<file path="src/rtl/spi_rx_framer_if.sv">
// spi_rx_framer_if: SPI receive byte stream in, packed word stream out.
// master = framer side, slave = SPI master / consumer side.
interface spi_rx_framer_if #(
  parameter int BPW   = 2,
  parameter int DEPTH = 16
);
  localparam int NBW = $clog2(BPW + 1);
  localparam int CW  = $clog2(DEPTH) + 1;

  logic [7:0]       rx_byte;
  logic             rx_new_data;
  logic             rx_busy;
  logic [8*BPW-1:0] word_out;
  logic [NBW-1:0]   word_nbytes;
  logic             word_last;
  logic             word_valid;
  logic             word_ready;
  logic [CW-1:0]    fifo_count;
  logic             overflow;
  logic             clear_ovf;

  modport master (
    input  rx_byte, rx_new_data, rx_busy,
    input  word_ready, clear_ovf,
    output word_out, word_nbytes, word_last,
    output word_valid, fifo_count, overflow
  );

  modport slave (
    output rx_byte, rx_new_data, rx_busy,
    output word_ready, clear_ovf,
    input  word_out, word_nbytes, word_last,
    input  word_valid, fifo_count, overflow
  );
endinterface

</file>
<file path="src/rtl/spi_rx_framer.sv">
// spi_rx_framer: packs SPI rx bytes MSB-first into words, frames them
// on rx_busy falling, buffers in a show-ahead FIFO with valid/ready.
// Ports: sysclk, rst (sync, active-high), bus (spi_rx_framer_if.master):
//   rx_byte/rx_new_data/rx_busy in; word_out/word_nbytes/word_last/
//   word_valid out, word_ready in; fifo_count/overflow out, clear_ovf in.
module spi_rx_framer #(
  parameter int BYTES_PER_WORD = 2,
  parameter int DEPTH          = 16
) (
  input logic             sysclk,
  input logic             rst,
  spi_rx_framer_if.master bus
);
  localparam int BPW = BYTES_PER_WORD;
  localparam int WW  = 8 * BPW;
  localparam int NBW = $clog2(BPW + 1);
  localparam int PW  = $clog2(DEPTH);
  localparam int CW  = PW + 1;
  localparam logic [NBW-1:0] NB_ONE  = NBW'(1);
  localparam logic [NBW-1:0] NB_FULL = NBW'(BPW);
  localparam logic [CW-1:0]  CNT_MAX = CW'(DEPTH);

  typedef enum logic [1:0] {
    IDLE, COLLECT, HOLD
  } state_t;

  typedef struct packed {
    logic [WW-1:0]  word;
    logic [NBW-1:0] nbytes;
    logic           last;
  } ent_t;

  state_t         state_q, state_d;
  logic [WW-1:0]  sh_q, sh_d;
  logic [NBW-1:0] idx_q, idx_d;
  logic           pend_q, pend_d;
  logic           nd_q, busy_q;
  logic [PW-1:0]  wr_q, wr_d;
  logic [PW-1:0]  rd_q, rd_d;
  logic [CW-1:0]  cnt_q, cnt_d;
  logic           ovf_q, ovf_d;
  ent_t           mem_q [DEPTH];

  logic           byte_stb, eof_stb;
  logic           push, pop, wr, drop, full;
  logic [WW-1:0]  push_sh, load_sh, pack_sh;
  logic [NBW-1:0] push_n, idx_inc;
  logic           push_last;
  ent_t           push_ent, head;

  assign byte_stb = bus.rx_new_data & ~nd_q;
  assign eof_stb  = busy_q & ~bus.rx_busy;
  assign load_sh  = WW'(bus.rx_byte);
  assign pack_sh  = (sh_q << 8) | WW'(bus.rx_byte);
  assign idx_inc  = idx_q + NB_ONE;

  always_comb begin
    state_d   = state_q;
    sh_d      = sh_q;
    idx_d     = idx_q;
    pend_d    = pend_q;
    push      = 1'b0;
    push_sh   = sh_q;
    push_n    = idx_q;
    push_last = 1'b0;
    unique case (state_q)
      IDLE: begin
        if (byte_stb && eof_stb) begin
          push      = 1'b1;
          push_sh   = load_sh;
          push_n    = NB_ONE;
          push_last = 1'b1;
        end else if (byte_stb) begin
          sh_d    = load_sh;
          idx_d   = NB_ONE;
          state_d = (BPW == 1) ? HOLD : COLLECT;
        end
      end
      COLLECT: begin
        if (pend_q) begin
          // deferred end of frame left over from a HOLD byte+EOF
          push      = 1'b1;
          push_last = 1'b1;
          pend_d    = 1'b0;
          state_d   = IDLE;
        end else if (byte_stb && eof_stb) begin
          push      = 1'b1;
          push_sh   = pack_sh;
          push_n    = idx_inc;
          push_last = 1'b1;
          state_d   = IDLE;
        end else if (byte_stb) begin
          sh_d  = pack_sh;
          idx_d = idx_inc;
          if (idx_inc == NB_FULL) state_d = HOLD;
        end else if (eof_stb) begin
          push      = 1'b1;
          push_last = 1'b1;
          state_d   = IDLE;
        end
      end
      HOLD: begin
        push_n = NB_FULL;
        if (byte_stb) begin
          push    = 1'b1;
          sh_d    = load_sh;
          idx_d   = NB_ONE;
          pend_d  = eof_stb;
          state_d = (BPW == 1 && !eof_stb) ? HOLD : COLLECT;
        end else if (eof_stb) begin
          push      = 1'b1;
          push_last = 1'b1;
          state_d   = IDLE;
        end
      end
      default: state_d = IDLE;
    endcase
  end

  // left-justify: unused low bytes come out as zero
  always_comb begin
    push_ent.word   = push_sh << (8 * (BPW - int'(push_n)));
    push_ent.nbytes = push_n;
    push_ent.last   = push_last;
  end

  assign full = (cnt_q == CNT_MAX);
  assign pop  = bus.word_valid & bus.word_ready;
  assign wr   = push & (~full | pop);
  assign drop = push & full & ~pop;

  always_comb begin
    wr_d  = wr  ? wr_q + PW'(1) : wr_q;
    rd_d  = pop ? rd_q + PW'(1) : rd_q;
    cnt_d = cnt_q + CW'(wr) - CW'(pop);
    ovf_d = ovf_q;
    if (bus.clear_ovf) ovf_d = 1'b0;
    if (drop)          ovf_d = 1'b1;
  end

  always_ff @(posedge sysclk) begin
    if (rst) begin
      state_q <= IDLE;
      sh_q    <= '0;
      idx_q   <= '0;
      pend_q  <= 1'b0;
      nd_q    <= 1'b0;
      busy_q  <= 1'b0;
      wr_q    <= '0;
      rd_q    <= '0;
      cnt_q   <= '0;
      ovf_q   <= 1'b0;
    end else begin
      state_q <= state_d;
      sh_q    <= sh_d;
      idx_q   <= idx_d;
      pend_q  <= pend_d;
      nd_q    <= bus.rx_new_data;
      busy_q  <= bus.rx_busy;
      wr_q    <= wr_d;
      rd_q    <= rd_d;
      cnt_q   <= cnt_d;
      ovf_q   <= ovf_d;
    end
  end

  always_ff @(posedge sysclk) begin
    if (wr) mem_q[wr_q] <= push_ent;
  end

  // head gated by valid so an empty FIFO presents all zeros
  assign head            = (cnt_q != '0) ? mem_q[rd_q] : '0;
  assign bus.word_out    = head.word;
  assign bus.word_nbytes = head.nbytes;
  assign bus.word_last   = head.last;
  assign bus.word_valid  = (cnt_q != '0);
  assign bus.fifo_count  = cnt_q;
  assign bus.overflow    = ovf_q;
endmodule

</file>
<file path="src/flat_wrapper.sv">
// flat-port wrapper written by rule: the top's interface ports become plain ports
module spi_rx_framer_flat 
#(
  parameter int BYTES_PER_WORD = 2,
  parameter int DEPTH          = 16
)
  (sysclk, rst, bus_rx_byte, bus_rx_new_data, bus_rx_busy, bus_word_ready, bus_clear_ovf, bus_word_out, bus_word_nbytes, bus_word_last, bus_word_valid, bus_fifo_count, bus_overflow);
  spi_rx_framer_if #(.BPW((2)), .DEPTH(DEPTH)) bus_i ();
  input logic sysclk;
  input logic rst;
  input wire logic [$bits(bus_i.rx_byte)-1:0] bus_rx_byte;
  input wire logic [$bits(bus_i.rx_new_data)-1:0] bus_rx_new_data;
  input wire logic [$bits(bus_i.rx_busy)-1:0] bus_rx_busy;
  input wire logic [$bits(bus_i.word_ready)-1:0] bus_word_ready;
  input wire logic [$bits(bus_i.clear_ovf)-1:0] bus_clear_ovf;
  output wire logic [$bits(bus_i.word_out)-1:0] bus_word_out;
  output wire logic [$bits(bus_i.word_nbytes)-1:0] bus_word_nbytes;
  output wire logic [$bits(bus_i.word_last)-1:0] bus_word_last;
  output wire logic [$bits(bus_i.word_valid)-1:0] bus_word_valid;
  output wire logic [$bits(bus_i.fifo_count)-1:0] bus_fifo_count;
  output wire logic [$bits(bus_i.overflow)-1:0] bus_overflow;
  assign bus_i.rx_byte = bus_rx_byte;
  assign bus_i.rx_new_data = bus_rx_new_data;
  assign bus_i.rx_busy = bus_rx_busy;
  assign bus_i.word_ready = bus_word_ready;
  assign bus_i.clear_ovf = bus_clear_ovf;
  assign bus_word_out = bus_i.word_out;
  assign bus_word_nbytes = bus_i.word_nbytes;
  assign bus_word_last = bus_i.word_last;
  assign bus_word_valid = bus_i.word_valid;
  assign bus_fifo_count = bus_i.fifo_count;
  assign bus_overflow = bus_i.overflow;
  spi_rx_framer #(.BYTES_PER_WORD(BYTES_PER_WORD), .DEPTH(DEPTH)) u_core (.sysclk(sysclk), .rst(rst), .bus(bus_i));
endmodule
</file>
<file path="config.mk">
export PLATFORM = sky130hd
export DESIGN_NAME = spi_rx_framer_flat
export DESIGN_NICKNAME = d
export VERILOG_FILES = /design/src/rtl/spi_rx_framer_if.sv /design/src/rtl/spi_rx_framer.sv /design/src/flat_wrapper.sv
export SDC_FILE = /design/constraint.sdc
export NUM_CORES = 1
export LEC_CHECK = 0
export BUFFER_PORTS_ARGS = -buffer_cell sky130_fd_sc_hd__clkbuf_2
export CORE_ASPECT_RATIO = 0.6
export CORE_UTILIZATION = 35
export CTS_CLUSTER_SIZE = 10
export DETAILED_ROUTE_END_ITERATION = 16
export PLACE_DENSITY = 0.61
export SYNTH_ARGS = -nofsm -noshare
export SYNTH_HDL_FRONTEND = slang
export SYNTH_SLANG_ARGS = --single-unit
</file>
<file path="constraint.sdc">
create_clock -name sysclk -period 4.63 [get_ports sysclk]
set_clock_uncertainty 0.1 [all_clocks]
set_input_delay 0.6945 -clock sysclk [delete_from_list [all_inputs] [get_ports sysclk]]
set_output_delay 0.6945 -clock sysclk [all_outputs]
set_load 0.1 [all_outputs]
</file>
# After elaboration in Yosys (flattened, before gate mapping)
# Memories as Yosys holds them, arrays and structs flattened. A register that Yosys moved wholly into a read port is not among the register bits.
# Cells that the tools add are included.
[word_totals] ram_bits=304 input_bits=14 mem_count=1 register_bits=37 output_inout_bits=26
[op_classes] shifts=1 add_sub_neg=6 n_bitwise=12 reduce_logical=9 n_eq_ne=11 n_mux=46
[memory_table] name="u_core.mem_q" words=16 word_bits=19 rd=1 rd_ports_with_merged_regs=1 wr=1 line="spi_rx_framer.sv:42" rtl="ent_t mem_q [DEPTH];"
[ops] cell="2-to-1 mux 16 bit" n=8
[ops] cell="case mux 16 bit (3 select lines)" n=1
[ops] cell="2-to-1 mux 2 bit" n=16
[ops] cell="case mux 16 bit (2 select lines)" n=1
[ops] cell="<< shifter 16 x 32 -> 16 bit" n=1
[ops] cell="2-to-1 mux 19 bit" n=1
[ops] cell="case mux 2 bit (3 select lines)" n=3
[ops] cell="bitwise OR 16 x 8 -> 16 bit" n=1
[ops] cell="2-to-1 mux 1 bit" n=11
[ops] cell="adder 4 x 1 -> 4 bit (second input constant)" n=2
[ops] cell="2-to-1 mux 4 bit" n=2
[ops] cell="bitwise AND 1 bit" n=6
[ops] cell="inequality test 2 x 1 -> 1 bit (second input constant)" n=3
[ops] cell="inequality test 2 bit (second input constant)" n=3
[ops] cell="case mux 1 bit (3 select lines)" n=2
[ops] cell="adder 5 x 1 -> 5 bit" n=1
[ops] cell="== test 5 bit (second input constant)" n=1
[ops] cell="inequality test 5 x 4 -> 1 bit (second input constant)" n=1
[ops] cell="AND reduction 5 bit" n=1
[ops] cell="nonzero test 5 bit" n=1
[ops] cell="subtractor 5 x 1 -> 5 bit" n=1
[ops] cell="== test 2 bit (second input constant)" n=2
[ops] cell="NOT 1 bit" n=4
[ops] cell="nonzero test 2 bit" n=2
[ops] cell="10 further kinds" n=10

# Longest topological paths before layout
[depth] word_depth=10 depth_mapped=15 ltp_nobuf=14

# Least setup slack after synthesis
# No wires, ideal clock.
[synth_path] kind="reg2out" startpoint="register u_core.cnt_q[2], in the netlist u_core.bus.fifo_count[2]" endpoint="output port bus_word_out[10]" t_required_ns=3.836 arrival_ns=3.856 slack_ns=-0.021 path_buffers=2 path_stages_with_launch=8 cell_sequence="dfxtp_1 > inv_1 > ha_1 > or4b_1 > buf_2 > nand2_2 > clkbuf_4 > o22ai_1"
[synth_between] elab_chain_cells=2
[synth_rtl] item="from (decl)" line="spi_rx_framer.sv:40" rtl="logic [CW-1:0] cnt_q, cnt_d;"
[synth_rtl] item="from (signal assigned)" line="spi_rx_framer.sv:162" rtl="cnt_q <= cnt_d;"
[synth_rtl] item="nonzero test 5 bit"
[synth_rtl] item="named net bus_word_valid" line="flat_wrapper.sv:19" rtl="output wire logic [$bits(bus_i.word_valid)-1:0] bus_word_valid;"
[synth_rtl] item="2-to-1 mux 19 bit" line="spi_rx_framer.sv:172" rtl="assign head = (cnt_q != '0) ? mem_q[rd_q] : '0;"
[synth_rtl] item="to (decl)" line="flat_wrapper.sv:16" rtl="output wire logic [$bits(bus_i.word_out)-1:0] bus_word_out;"
# The timed path passes the listed nets, and every way through them passes these cells.

# Worst setup path in the final report
[layout_path] startpoint="register u_core.cnt_q[3], in the netlist u_core.bus.fifo_count[3]" endpoint="output port bus_word_out[12]"
[layout_between] elab_chain_cells=2
[layout_rtl] item="nonzero test 5 bit" line="spi_rx_framer.sv:172"
[layout_rtl] item="2-to-1 mux 19 bit" line="spi_rx_framer.sv:172"
# Every way passes these cells.

==> impl_metrics.toml <==
[sta]
rsz0062_at_grt = "false"
slew_violations = 0
whs_ns = 0.265
hold_viol = 0
fmax_mhz = 245
finalSetupViolations = 0
period_share_pct = 88.1
maxSlewHeadroom_pct = 36.8
worst_slew_pin_slew_ns = 0.947
period_needed_ns = 4.08

[die]
core_area_um2 = 39600
rows = 56
io-pin-count = 40
dieArea_um2 = 41500
fp.dieW_um = 262
start_util_pct = 36.0
chipHeight_um = 158

[clocking]
worstSkewPairLatency_ns = 0.54
numCtsBuffers = 40
cts-root-buf = "clkbuf_16"
cts.htree.levels = 2
cts_setup_buffers = 0
cts_resized = 0
clk_pin_slew_ns = 0.06
ctsHoldBuffers = 0
clockBufferDepth = 3
clock_sinks = 345
cts_tree = "built"

[layout]
final_nets = 916
finish.utilization_pct = 41.3
area_delta_synth_final_pct = 14.8
n_fill_cell = 3452
n_antenna_cell = 0
drive_gt1_share_pct = 25.5

[setup_path]
critPathSlowestCell = "nand2b_1"
path_class = "reg -> out"
worstPathMaxFanout = 11
worstSetupStartpointType = "flip-flop"
crit_chain = "inv_1 > ha_1 > or4b_1 > nand2b_1 > buf_4 > o22ai_1 > clkbuf_2"
required_ns = 3.84
crit_arrival_ns = 3.28
end_kind = "output pin"
max_stage_delay_ns = 0.63

[grt]
grt_pass1_wl_mm = 51.0
gr-usage-met1_pct = 24.6
grt_usage_pct = 16.7
first_global_vias = 7750
grt_overflow = 0
grtUsageMet3_pct = 3.08
antenna_found_initial = 0
grt_start_max_net_pins = 45
grt_busiest_layer = "met2"
grtUsageMet2_pct = 25.6

[synth]
synth_area_um2 = 14200
synth-main-ff-cell = "edfxtp_1"
ys_seq_area_share_pct = 69.8
synth_edf_count = 304
synthDistinctLibCells = 61
synth_top_area_share_pct = 64.1
synthTopCellsByArea = "edfxtp_1 64%, mux4_2 12%, dfxtp_1 5.8%"
syn_inst = 817
yosys_warnings = 0
synthesis.nets = 846
synth_seq_cells = 345
synth.avg_cell_area_um2 = 17.4
synth-async-reset-ratio_pct = 0
yosys.area.top_type = "edfxtp_1"

[status]
outcome = "complete, no violations"

[hold_path]
hold_class = "in -> reg"

[placement]
port_buffers = 39
dp.final_hpwl_mm = 19.6
routabilityCongestion = 0.876

[pwr]
p_leak_nw = 5.20
peakVddDrop_mv = 0.406
pwr_density_cell_nw_per_um2 = 548

[route]
wl_per_cell_um = 23.5
drt_iter0_markers = 871
first_pass_iters = 5
wirelength_mm = 33.7
drc = 0
post_drt_via_cell_ratio = 5.37
num_vias = 7693
antenna_left = 0

[job]
max_cap_viol_count = 0
## layout by cell type (no fill, tap or decap), drive strengths merged, types with 20 or more instances in the layout
cell	count
mux4	76
buf	36
dfxtp	41
nand2	49
nand3	28
edfxtp	304
mux2i	39
clkbuf	103
o22ai	20
a21oi	34
nor3	23
## flip-flops by register name (all words and copies together) (netlist names), named ones only
signal and count:
u_core.bus.fifo_count 5, u_core.bus.overflow 1, u_core.busy_q 1, u_core.idx_q 2, u_core.mem_q 304, u_core.nd_q 1, u_core.pend_q 1, u_core.rd_q 4
u_core.sh_q 16, u_core.state_q 2, u_core.wr_q 4
## through the flow
| step | total power, W | setup WS (ns) | instance area, um2 | std cells | TNS (ns) |
|---|---|---|---|---|---|
| finish | 0.00897 | 0.551 | 16400 | 1433 | 0 |
| global route | 0.00932 | 0.300 | 16400 | 1433 | 0 |
| CTS | 0.00906 | 0.490 | 16400 | 1433 | 0 |
| detailed placement | 0.00621 | 0.527 | 15200 | 1367 | 0 |
| global placement | 0.00621 | 0.229 | 15200 | 1367 | 0 |
| floorplan | 0.00572 | -0.0206 | 14200 | 817 | -0.206 |
## synth_stat cells (16+ instances only)
library cell  instances
edfxtp_1            304
mux4_2               76
nand2_1              48
dfxtp_1              41
mux2i_1              39
a21oi_1              31
nand3_1              28
nor3_1               22
o22ai_1              20
inv_1                18
nor2_1               17
buf_2                16
## cell families (layout without fill, tap and decap cells)
kind of cell	after synthesis	after routing	share of synthesized area, %
xor gates and xnor gates	5	5	0.307
adders and majority gates	15	15	1.37
AOI/OAI and AO/OA	111	111	5.47
DFF	345	345	69.8
muxes	115	115	14.8
buffers and inverters	66	160	2.59
and+or+nand+nor	160	160	5.66
## final cells by class
cell class / count / area (um2) / share of cell area, %
tap: 522 / 653 / 3.99
clock buffer: 64 / 1130 / 6.93
sequential: 345 / 9960 / 60.9
timing repair buffer: 75 / 503 / 3.08
inverter: 19 / 71.3 / 0.436
clock inverter: 2 / 21.3 / 0.130
multi-input combinational: 406 / 4010 / 24.5
## layer usage
| metal | up-vias | part of all wire, % | wire [um] |
|---|---|---|---|
| met4 | 0 | 1.5 | 509 |
| li1 | 3409 | - | - |
| met1 | 3980 | 47 | 15800 |
| met3 | 40 | 6.7 | 2250 |
| met5 | - | 0 | 0 |
| met2 | 264 | 45 | 15100 |
## path summary, 6_finish.rpt
check                                              start                  end  slack, ns  cells past startpoint
worst max-delay path            u_core.bus.fifo_count[3]     bus_word_out[12]       0.55                      7
worst max register to register               u_core.nd_q  u_core.mem_q[4][13]       0.97                     11
worst min register to register            u_core.sh_q[8]       u_core.sh_q[8]       0.36                      2
worst min-delay path                       bus_clear_ovf  u_core.bus.overflow       0.26                      2
## worst max-delay path, delay by kind of cell, from the launching register on
family          cells  cell delay, ns
compound gates      1            0.19
fa+ha+maj           1            0.16
buf+inv             3            0.85
simple gates        2            1.22
flops               1            0.32
## power breakdown
| part | leakage (nW) | internal [W] | total (W) | switching (W) |
|---|---|---|---|---|
| logic | 1.48 | 0.000744 | 0.00253 | 0.00179 |
| clock network | 0.554 | 0.00167 | 0.00284 | 0.00118 |
| registers | 3.17 | 0.00344 | 0.00360 | 0.000156 |
Power figures use the tool's default switching activity.
